### config.mk
export PLATFORM = sky130hd
export DESIGN_NAME = solver_scheduler
export DESIGN_NICKNAME = d
export VERILOG_FILES = /design/src/rtl/solver_sched_pkg.sv /design/src/rtl/rr_arbiter2.sv /design/src/rtl/solver_scheduler.sv
export SDC_FILE = /design/constraint.sdc
export NUM_CORES = 1
export LEC_CHECK = 0
export ABC_AREA = 0
export CAP_MARGIN = 5
export CORE_AREA = 2 2 232 234
export DETAILED_ROUTE_END_ITERATION = 7
export DIE_AREA = 0 0 234 236
export GPL_TIMING_DRIVEN = 0
export SYNTH_ARGS = -nofsm -noshare
export SYNTH_HDL_FRONTEND = slang
export SYNTH_SLANG_ARGS = --single-unit
### constraint.sdc
create_clock -name Clk -period 3.9 [get_ports Clk]
set_input_delay 0.975 -clock Clk [delete_from_list [all_inputs] [get_ports Clk]]
set_output_delay 0.975 -clock Clk [all_outputs]
set_load 0.005 [all_outputs]
### src/rtl/solver_sched_pkg.sv
// Shared types and constants for the Solver job scheduler.
// Work codes match the Solver's work_2 encoding.
package solver_sched_pkg;

    localparam int RAW_WIDTH = 60;
    localparam int ENC_WIDTH = 78;

    localparam logic [1:0] WORK_ENC    = 2'd0;
    localparam logic [1:0] WORK_DEC    = 2'd1;
    localparam logic [1:0] WORK_REPLAY = 2'd2;
    localparam logic [1:0] WORK_NOP    = 2'd3;

    typedef enum logic [1:0] {IDLE, ISSUE, WAIT, RESP} state_e;
    typedef enum logic [1:0] {ENC, DEC, REPLAY} job_e;

    function automatic logic [1:0] work_code(input job_e kind);
        case (kind)
            ENC:     return WORK_ENC;
            DEC:     return WORK_DEC;
            REPLAY:  return WORK_REPLAY;
            default: return WORK_NOP;
        endcase
    endfunction

endpackage

### src/rtl/rr_arbiter2.sv
// Two-way round-robin arbiter; index 0 = encrypt client, 1 = decrypt client.
// Grant is combinational from req_i; last-grant updates only on accept_i.
module rr_arbiter2 (
    input  logic       clk,
    input  logic       rst,
    input  logic [1:0] req_i,
    input  logic       accept_i,
    output logic [1:0] grant_o
);

    // last_q = 1 means the decrypt client was served most recently
    logic last_q;

    always_comb begin
        grant_o = 2'b00;
        case (req_i)
            2'b01:   grant_o = 2'b01;
            2'b10:   grant_o = 2'b10;
            2'b11:   grant_o = last_q ? 2'b01 : 2'b10;
            default: grant_o = 2'b00;
        endcase
    end

    always_ff @(posedge clk) begin
        if (rst) begin
            last_q <= 1'b1;
        end else if (accept_i) begin
            last_q <= grant_o[1];
        end
    end

endmodule

### src/rtl/solver_scheduler.sv
// Arbitrates encrypt/decrypt/replay jobs onto the shared Solver datapath, one job in flight.
// Holds Solver inputs stable for the fixed latency, then returns the result on a valid/ready channel.
module solver_scheduler
    import solver_sched_pkg::*;
#(
    parameter int RAW_W   = RAW_WIDTH,
    parameter int ENC_W   = ENC_WIDTH,
    parameter int ENC_LAT = 3,
    parameter int DEC_LAT = 2
) (
    input  logic             Clk,
    input  logic             Rst,
    input  logic             enc_req_valid,
    output logic             enc_req_ready,
    input  logic [RAW_W-1:0] enc_req_data,
    input  logic             dec_req_valid,
    output logic             dec_req_ready,
    input  logic [ENC_W-1:0] dec_req_data,
    input  logic             dec_req_replay,
    output logic             enc_rsp_valid,
    input  logic             enc_rsp_ready,
    output logic [ENC_W-1:0] enc_rsp_data,
    output logic             dec_rsp_valid,
    input  logic             dec_rsp_ready,
    output logic [RAW_W-1:0] dec_rsp_data,
    output logic [1:0]       sol_work,
    output logic [RAW_W-1:0] sol_data_raw,
    output logic [ENC_W-1:0] sol_data_enc,
    input  logic [ENC_W-1:0] sol_out_enc,
    input  logic [RAW_W-1:0] sol_out_raw,
    output logic             busy,
    output logic [15:0]      enc_count,
    output logic [15:0]      dec_count
);

    localparam int LAT_MAX = (ENC_LAT > DEC_LAT) ? ENC_LAT : DEC_LAT;
    localparam int CNT_W   = (LAT_MAX > 2) ? $clog2(LAT_MAX) : 1;

    state_e           state_q;
    job_e             kind_q;
    logic [CNT_W-1:0] cnt_q;
    logic [1:0]       sol_work_q;
    logic [RAW_W-1:0] sol_raw_q;
    logic [ENC_W-1:0] sol_enc_q;
    logic [ENC_W-1:0] rsp_enc_q;
    logic [RAW_W-1:0] rsp_raw_q;
    logic [15:0]      enc_count_q;
    logic [15:0]      dec_count_q;
    logic [15:0]      enc_count_d;
    logic [15:0]      dec_count_d;

    logic [1:0] grant;
    logic       idle;
    logic       enc_hs;
    logic       dec_hs;
    logic       rsp_hs;

    rr_arbiter2 u_arb (
        .clk      (Clk),
        .rst      (Rst),
        .req_i    ({dec_req_valid, enc_req_valid}),
        .accept_i (enc_hs | dec_hs),
        .grant_o  (grant)
    );

    // Readies are a function of valids and state only, never of another ready
    assign idle          = (state_q == IDLE);
    assign enc_req_ready = idle & grant[0];
    assign dec_req_ready = idle & grant[1];
    assign enc_hs        = enc_req_valid & enc_req_ready;
    assign dec_hs        = dec_req_valid & dec_req_ready;

    assign enc_rsp_valid = (state_q == RESP) & (kind_q == ENC);
    assign dec_rsp_valid = (state_q == RESP) & (kind_q != ENC);
    assign rsp_hs        = (enc_rsp_valid & enc_rsp_ready) | (dec_rsp_valid & dec_rsp_ready);

    assign enc_count_d = enc_count_q + 16'd1;
    assign dec_count_d = dec_count_q + 16'd1;

    always_ff @(posedge Clk) begin
        if (Rst) begin
            state_q     <= IDLE;
            kind_q      <= ENC;
            cnt_q       <= '0;
            sol_work_q  <= WORK_NOP;
            sol_raw_q   <= '0;
            sol_enc_q   <= '0;
            rsp_enc_q   <= '0;
            rsp_raw_q   <= '0;
            enc_count_q <= '0;
            dec_count_q <= '0;
        end else begin
            case (state_q)
                IDLE: begin
                    if (enc_hs) begin
                        kind_q     <= ENC;
                        sol_raw_q  <= enc_req_data;
                        sol_work_q <= WORK_ENC;
                        state_q    <= ISSUE;
                    end else if (dec_hs) begin
                        // Replay reuses the word already on the Solver's encrypted input
                        kind_q     <= dec_req_replay ? REPLAY : DEC;
                        sol_work_q <= work_code(dec_req_replay ? REPLAY : DEC);
                        if (!dec_req_replay) begin
                            sol_enc_q <= dec_req_data;
                        end
                        state_q    <= ISSUE;
                    end
                end
                ISSUE: begin
                    cnt_q   <= (kind_q == ENC) ? CNT_W'(ENC_LAT - 1) : CNT_W'(DEC_LAT - 1);
                    state_q <= WAIT;
                end
                WAIT: begin
                    if (cnt_q == '0) begin
                        if (kind_q == ENC) begin
                            rsp_enc_q <= sol_out_enc;
                        end else begin
                            rsp_raw_q <= sol_out_raw;
                        end
                        state_q <= RESP;
                    end else begin
                        cnt_q <= cnt_q - 1'b1;
                    end
                end
                RESP: begin
                    if (rsp_hs) begin
                        if (kind_q == ENC) begin
                            enc_count_q <= enc_count_d;
                        end else begin
                            dec_count_q <= dec_count_d;
                        end
                        sol_work_q <= WORK_NOP;
                        state_q    <= IDLE;
                    end
                end
                default: state_q <= IDLE;
            endcase
        end
    end

    assign sol_work     = sol_work_q;
    assign sol_data_raw = sol_raw_q;
    assign sol_data_enc = sol_enc_q;
    assign enc_rsp_data = rsp_enc_q;
    assign dec_rsp_data = rsp_raw_q;
    assign busy         = ~idle;
    assign enc_count    = enc_count_q;
    assign dec_count    = dec_count_q;

endmodule

==> results.toml, run 1 <==
[outcome]
status = "finished, final reports clean"

[clocking]
htree_num_levels = 2
postCtsSetupRepairBufs = 0
root_buffer = "clkbuf_16"
cts.path.max_buffers = 3
cts_tree = "done"
clkTransAtPathRegs_ps = 50
clk_latency_ps = 530
cts_buffers = 37
cts_hold_buf = 0
ctsResizeCount = 4
clock_sinks = 317

[synthesis]
ys.flop_type = "dfxtp_1"
ys_seq_area_share_pct = 55.8
syn_area_um2 = 11400
ys_warn_count = 0
ys_seq_elements = 317
synth_edf_count = 0
synth_cell_type_count = 45
synth_top_cell_by_area = "dfxtp_1"
syn_inst = 1438
postSynthAreaPerCell_um2 = 7.91
synth_area_leaders = "dfxtp_1 (56%), nand2_1 (19%), a21oi_1 (13%), clkbuf_1 (3.0%), nor2_1 (0.99%)"
async_flop_share_pct = 0
synth_top_cell_area_share_pct = 55.8
synth_nets = 1728

[timing]
setup-tns-final_ps = 0
maxSlewViolCount = 0
tightestPinTransition_ps = 1130
max_freq_mhz = 266
fin_skew_ps = 7.48
relSlewSlack_pct = 24.8
hold_violations = 0
fin_crit_sh_pct = 96.4
post-route-min-period_ps = 3760
setup_viol = 0
fin_ws_ps = 141
rsz0062_at_grt = "false"

[route]
drt_pass1_iterations = 5
viasPerCell = 4.30
num_vias = 12000
route.antenna.remaining_nets = 0
routed_wl_um = 47700
drc = 0
drtIter0Drc = 338
wl_per_cell_um = 17.1

[floorplanning]
start_util_pct = 21.4
dieHeight_um = 236
die_width_um = 234
core-area_um2 = 53100
io_pins = 598
die_area_um2 = 55200
row_count = 85

[global_route]
grt_pass1_wl_um = 70000
grt_pass1_vias = 12000
track_usage_pct = 16.4
antenna_found_initial = 0
grt_overflow = 0
grt_max_degree = 18

[hold_path]
hp-class = "reg -> reg"

[placed_design]
place_ws_ps = -731
place.gp.congestion = 0.884
dp_cells = 2730
portBuffers = 596
hpwl_um = 37600

[setup_path]
arrival_ps = 2780
crit_path_frequent_cell = "clkdlybuf4s50_1"
required_ps = 2920
critPathMaxStageDelay_ps = 590
cp-end-kind = "output port"
cp_cell_sequence = "clkdlybuf4s50_1, nand2_1, a21o_2, inv_8, clkdlybuf4s50_1"
worst-setup-path-type = "in -> out"
crit_slowest_cell = "clkdlybuf4s50_1"
critPathMaxFanout = 17
startpoint_type = "input pin"

[pwr]
vdd_drop_max_v = 0.000330
p_leak_nw = 6.58
powerDensity_nw_per_um2 = 493
p_total_mw = 9.57

[final_layout]
nFillCells = 5484
layout-drive-gt1-share_pct = 3.44
finalNetCount = 2361
final_cell_mix = "clkdlybuf4s50_1 (596), nand2_1 (566), dfxtp_1 (317)"
final_cells = 2792
layout_commonest_cell = "clkdlybuf4s50_1"
syn_to_final_growth_pct = 70.6

[run]
drv_cap = 0
-- per-stage QoR --
step	instance area (µm²)	util, %	hold slack, ps
2_1_floorplan	11400	-	453
3_3_place_gp	18200	34.3	441
3_5_place_dp	18200	34.3	447
4_1_cts	19400	36.6	454
5_1_grt	19400	36.6	469
6_report	19400	36.6	450
-- synth_stat cells, drive strengths merged (2+ instances only) --
cell type  instances
nand2            566
dfxtp            317
a21oi            294
clkbuf            91
nor2              30
nand3             14
inv               12
xor2              11
nand4             10
buf                8
o21ai              8
ha                 7
nor3               7
xnor2              7
and3               6
or4                6
o31ai              5
or3                5
a311oi             3
nor4               3
or3b               3
a21o               2
a31o               2
and2               2
mux2i              2
nand2b             2
o211ai             2
-- final cells by class --
type / count / area (µm²) / share of cell area [%]
Sequential cell: 317 / 6350 / 32.7
Tap cell: 696 / 871 / 4.49
Multi-Input combinational cell: 1010 / 4610 / 23.7
Clock inverter: 12 / 116 / 0.600
Antenna cell: 2 / 5.00 / 0.0258
Clock buffer: 50 / 1070 / 5.50
Inverter: 12 / 52.6 / 0.271
Timing Repair Buffer: 596 / 5970 / 30.7
Buffer: 97 / 377 / 1.94
-- critical path, delay by kind of cell --
kind	cells	cell delay, ps
AND/OR/NAND/NOR	1	110
AO/OA/AOI/OAI	1	350
buffers and inverters	3	1320
-- cell families (layout without fill, tap and decap cells) --
logic type	Yosys count	count (layout)	synth area share, %
AO/OA/AOI/OAI	324	324	14.9
XOR/XNOR	18	18	1.39
adder cells (fa/ha/maj)	7	7	0.770
buffers and inverters	111	767	3.77
flip-flops	317	317	55.8
multiplexers	2	2	0.176
other	0	2	0
AND/OR/NAND/NOR	659	659	23.2
-- state kept, by name, indices dropped and copies added (netlist names) --
register,count
enc_rsp_data,78
sol_data_enc,78
dec_rsp_data,60
sol_data_raw,60
dec_count,16
enc_count,16
cnt_q,2
kind_q,2
sol_work,2
state_q,2
u_arb.last_q,1
-- power breakdown --
group | switching (mW) | internal (mW) | total [mW]
Combinational | 1.14 | 1.18 | 2.31
Clock | 1.38 | 2.04 | 3.42
Sequential | 0.219 | 3.62 | 3.84
-- layer usage --
metal | routed length [µm] | vias to the layer above | track usage, % | share of wire (%)
li1 | - | 5963 | - | -
met1 | 18700 | 5483 | 17.9 | 39
met2 | 23300 | 482 | 29.6 | 49
met3 | 4270 | 75 | 5.32 | 8.9
met4 | 1390 | 0 | 5.72 | 2.9
met5 | 0 | - | 0 | 0
-- path summary, 6_finish.rpt --
| path | slack, ps | cells after the start | endpoint | start |
|---|---|---|---|---|
| hold reg to reg | 450 | 2 | enc_rsp_data[77] | enc_rsp_data[77] |
| setup reg to reg | 1160 | 8 | sol_data_enc[51] | state_q[0] |
| setup / recovery | 140 | 5 | enc_req_ready | enc_req_valid |
| hold / removal | 450 | 2 | enc_rsp_data[77] | enc_rsp_data[77] |
(Power assumes the default switching activity.)
==> run 2, diff against run 1 <==
--- a/config.mk
+++ b/config.mk
@@ -13,4 +13,5 @@
 export GPL_TIMING_DRIVEN = 0
 export SYNTH_ARGS = -nofsm -noshare
 export SYNTH_HDL_FRONTEND = slang
+export SYNTH_HIERARCHICAL = 1
 export SYNTH_SLANG_ARGS = --single-unit
==> results.toml, run 2 <==
[setup_path]
reg2reg_slack_ps = 980
worst-setup-path-type = "in -> out"
crit_path_frequent_cell = "clkdlybuf4s50_1"
cp_cell_sequence = "clkdlybuf4s50_1, a21boi_1, and2_1, clkdlybuf4s50_1"
critPathMaxStageDelay_ps = 540
path_buf_inv = 2
cp-end-kind = "output port"
arrival_ps = 2590
required_ps = 2920
r2r_cells = 10
crit_family = "buffers and inverters"
rr_endpoint = "sol_data_enc[55]"
crit_slowest_cell = "clkdlybuf4s50_1"
rr_startpoint = "state_q[0]"
startpoint_type = "input pin"
critPathMaxFanout = 4

[route]
drc = 0
drtIter0Drc = 452
drt_pass1_iterations = 5
route.antenna.remaining_nets = 0
num_vias = 12100
wl_per_cell_um = 16.4
viasPerCell = 4.32
routed_wl_um = 45900

[synthesis]
synthMostInstantiatedCell = "nand2_1"
syn_inst = 1436
ys.flop_type = "dfxtp_1"
synth_area_leaders = "dfxtp_1 (56%), nand2_1 (19%), a21oi_1 (13%), clkbuf_1 (2.9%), nor2_1 (1.1%)"
async_flop_share_pct = 0
ys_warn_count = 6
synth_cell_type_count = 45
synth_top_cell_area_share_pct = 55.8
ys_seq_area_share_pct = 55.8
postSynthAreaPerCell_um2 = 7.91
ys_seq_elements = 317
syn_area_um2 = 11400
synth_edf_count = 0
synth_top_cell_by_area = "dfxtp_1"
synth_common_cells = "nand2_1 (565), dfxtp_1 (317), a21oi_1 (292)"
synth_nets = 1726

[global_route]
track_usage_pct = 15.9
antenna_found_initial = 0
grt_pass1_wl_um = 68200
grt_pass1_vias = 11900
grt_overflow = 0
grt_max_degree = 13

[clocking]
ctsResizeCount = 0
htree_num_levels = 2
cts_buffers = 38
clk_latency_ps = 540
postCtsSetupRepairBufs = 0
clkTransAtPathRegs_ps = 60
cts.path.max_buffers = 3
cts_tree = "done"
root_buffer = "clkbuf_16"
cts_hold_buf = 0
clock_sinks = 317

[hold_path]
hold_depth = 2
hold_start = "sol_data_raw[42]"
hp-class = "reg -> reg"
hold_end = "sol_data_raw[42]"

[floorplanning]
die_width_um = 234
start_util_pct = 21.4
die_area_um2 = 55200
row_count = 85
io_pins = 598
core-area_um2 = 53100
dieHeight_um = 236

[final_layout]
nFillCells = 5415
finalNetCount = 2365
layout-drive-gt1-share_pct = 3.85
n_antenna_cell = 0
final_cells = 2798
final_cell_mix = "clkdlybuf4s50_1 (597), nand2_1 (565), dfxtp_1 (317)"
syn_to_final_growth_pct = 71.5
layout_commonest_cell = "clkdlybuf4s50_1"

[timing]
fin_ws_ps = 335
post-route-min-period_ps = 3570
hold_ws_ps = 452
max_freq_mhz = 280
maxSlewViolCount = 0
relSlewSlack_pct = 28.5
setup-tns-final_ps = 0
hold_violations = 0
setup_viol = 0
fin_crit_sh_pct = 91.4
fin_skew_ps = 16.3
tightestPinTransition_ps = 1060
rsz0062_at_grt = "false"

[placed_design]
place_ws_ps = 7.71
place.gp.congestion = 0.868
portBuffers = 597
hpwl_um = 36100
dp_cells = 2731

[run]
drv_cap = 0

[pwr]
p_leak_nw = 6.55
vdd_drop_max_v = 0.000317
powerDensity_nw_per_um2 = 465

[outcome]
status = "finished, final reports clean"
[run 2: cell types whose count changed after synthesis, moves of 4 or more]
cell,delta
or4_1,-4
buf_2,+5
and3_1,-4
or3_1,+6
[run 2: where the power goes]
part / switching, mW / internal (mW)
Sequential: 0.153 / 3.52
Clock: 1.40 / 2.11
Combinational: 0.906 / 0.966
[run 2: worst reg2reg max path, cell delays in order (launching register included)]
cell and delay, ps:
dfxtp_1 360, inv_1 90, ha_1 190, buf_2 180, and3_1 200, clkbuf_1 280
nor3_2 650, buf_2 360, buf_2 300, nand2_1 90, a21oi_1 130
[run 2: cell families (layout without fill, tap and decap cells)]
| family | after synthesis | after routing | share of synthesized area, % |
|---|---|---|---|
| buffers and inverters | 112 | 778 | 3.93 |
| AND/OR/NAND/NOR | 661 | 661 | 23.3 |
| multiplexers | 2 | 2 | 0.176 |
| AO/OA/AOI/OAI | 319 | 319 | 14.6 |
| flip-flops | 317 | 317 | 55.8 |
| adder cells (fa/ha/maj) | 7 | 7 | 0.771 |
| XOR/XNOR | 18 | 18 | 1.39 |
[run 2: metal layers]
metal  vias to the layer above  routed length [µm]  global-route usage [%]
met4                         0                1260                    5.45
met5                         -                   0                       0
met2                       458               22800                    28.6
met1                      5596               17200                    16.9
li1                       5963                   -                       -
met3                        72                4630                    5.83
[run 2: cell type report]
type	count	area, µm²	area share (%)
well taps	696	871	4.47
flip-flops and latches	317	6350	32.6
plain buffers	100	402	2.06
repair buffers	599	6000	30.8
clock buffers	55	1150	5.89
multi-input cells	1007	4580	23.5
clock inverters	12	98.8	0.507
inverters	12	45.0	0.231
[run 2: through the flow]
step | utilization, % | instance area [µm²] | power (mW)
finish | 36.7 | 19500 | 9.06
global route | 36.7 | 19500 | 9.54
CTS | 36.7 | 19500 | 9.21
detailed placement | 34.4 | 18200 | 5.63
global placement | 34.3 | 18200 | 5.58
floorplan | - | 11400 | 4.45
[run 2: worst max path at each step]
stage / end / cells after the start / start
floorplan: sol_data_enc[56] / 9 / enc_req_valid
global placement: sol_data_enc[77] / 9 / enc_req_valid
detailed placement: sol_data_enc[60] / 9 / dec_req_valid
CTS: dec_req_ready / 4 / dec_req_valid
global route: dec_req_ready / 4 / dec_req_valid
finish: dec_req_ready / 4 / dec_req_valid
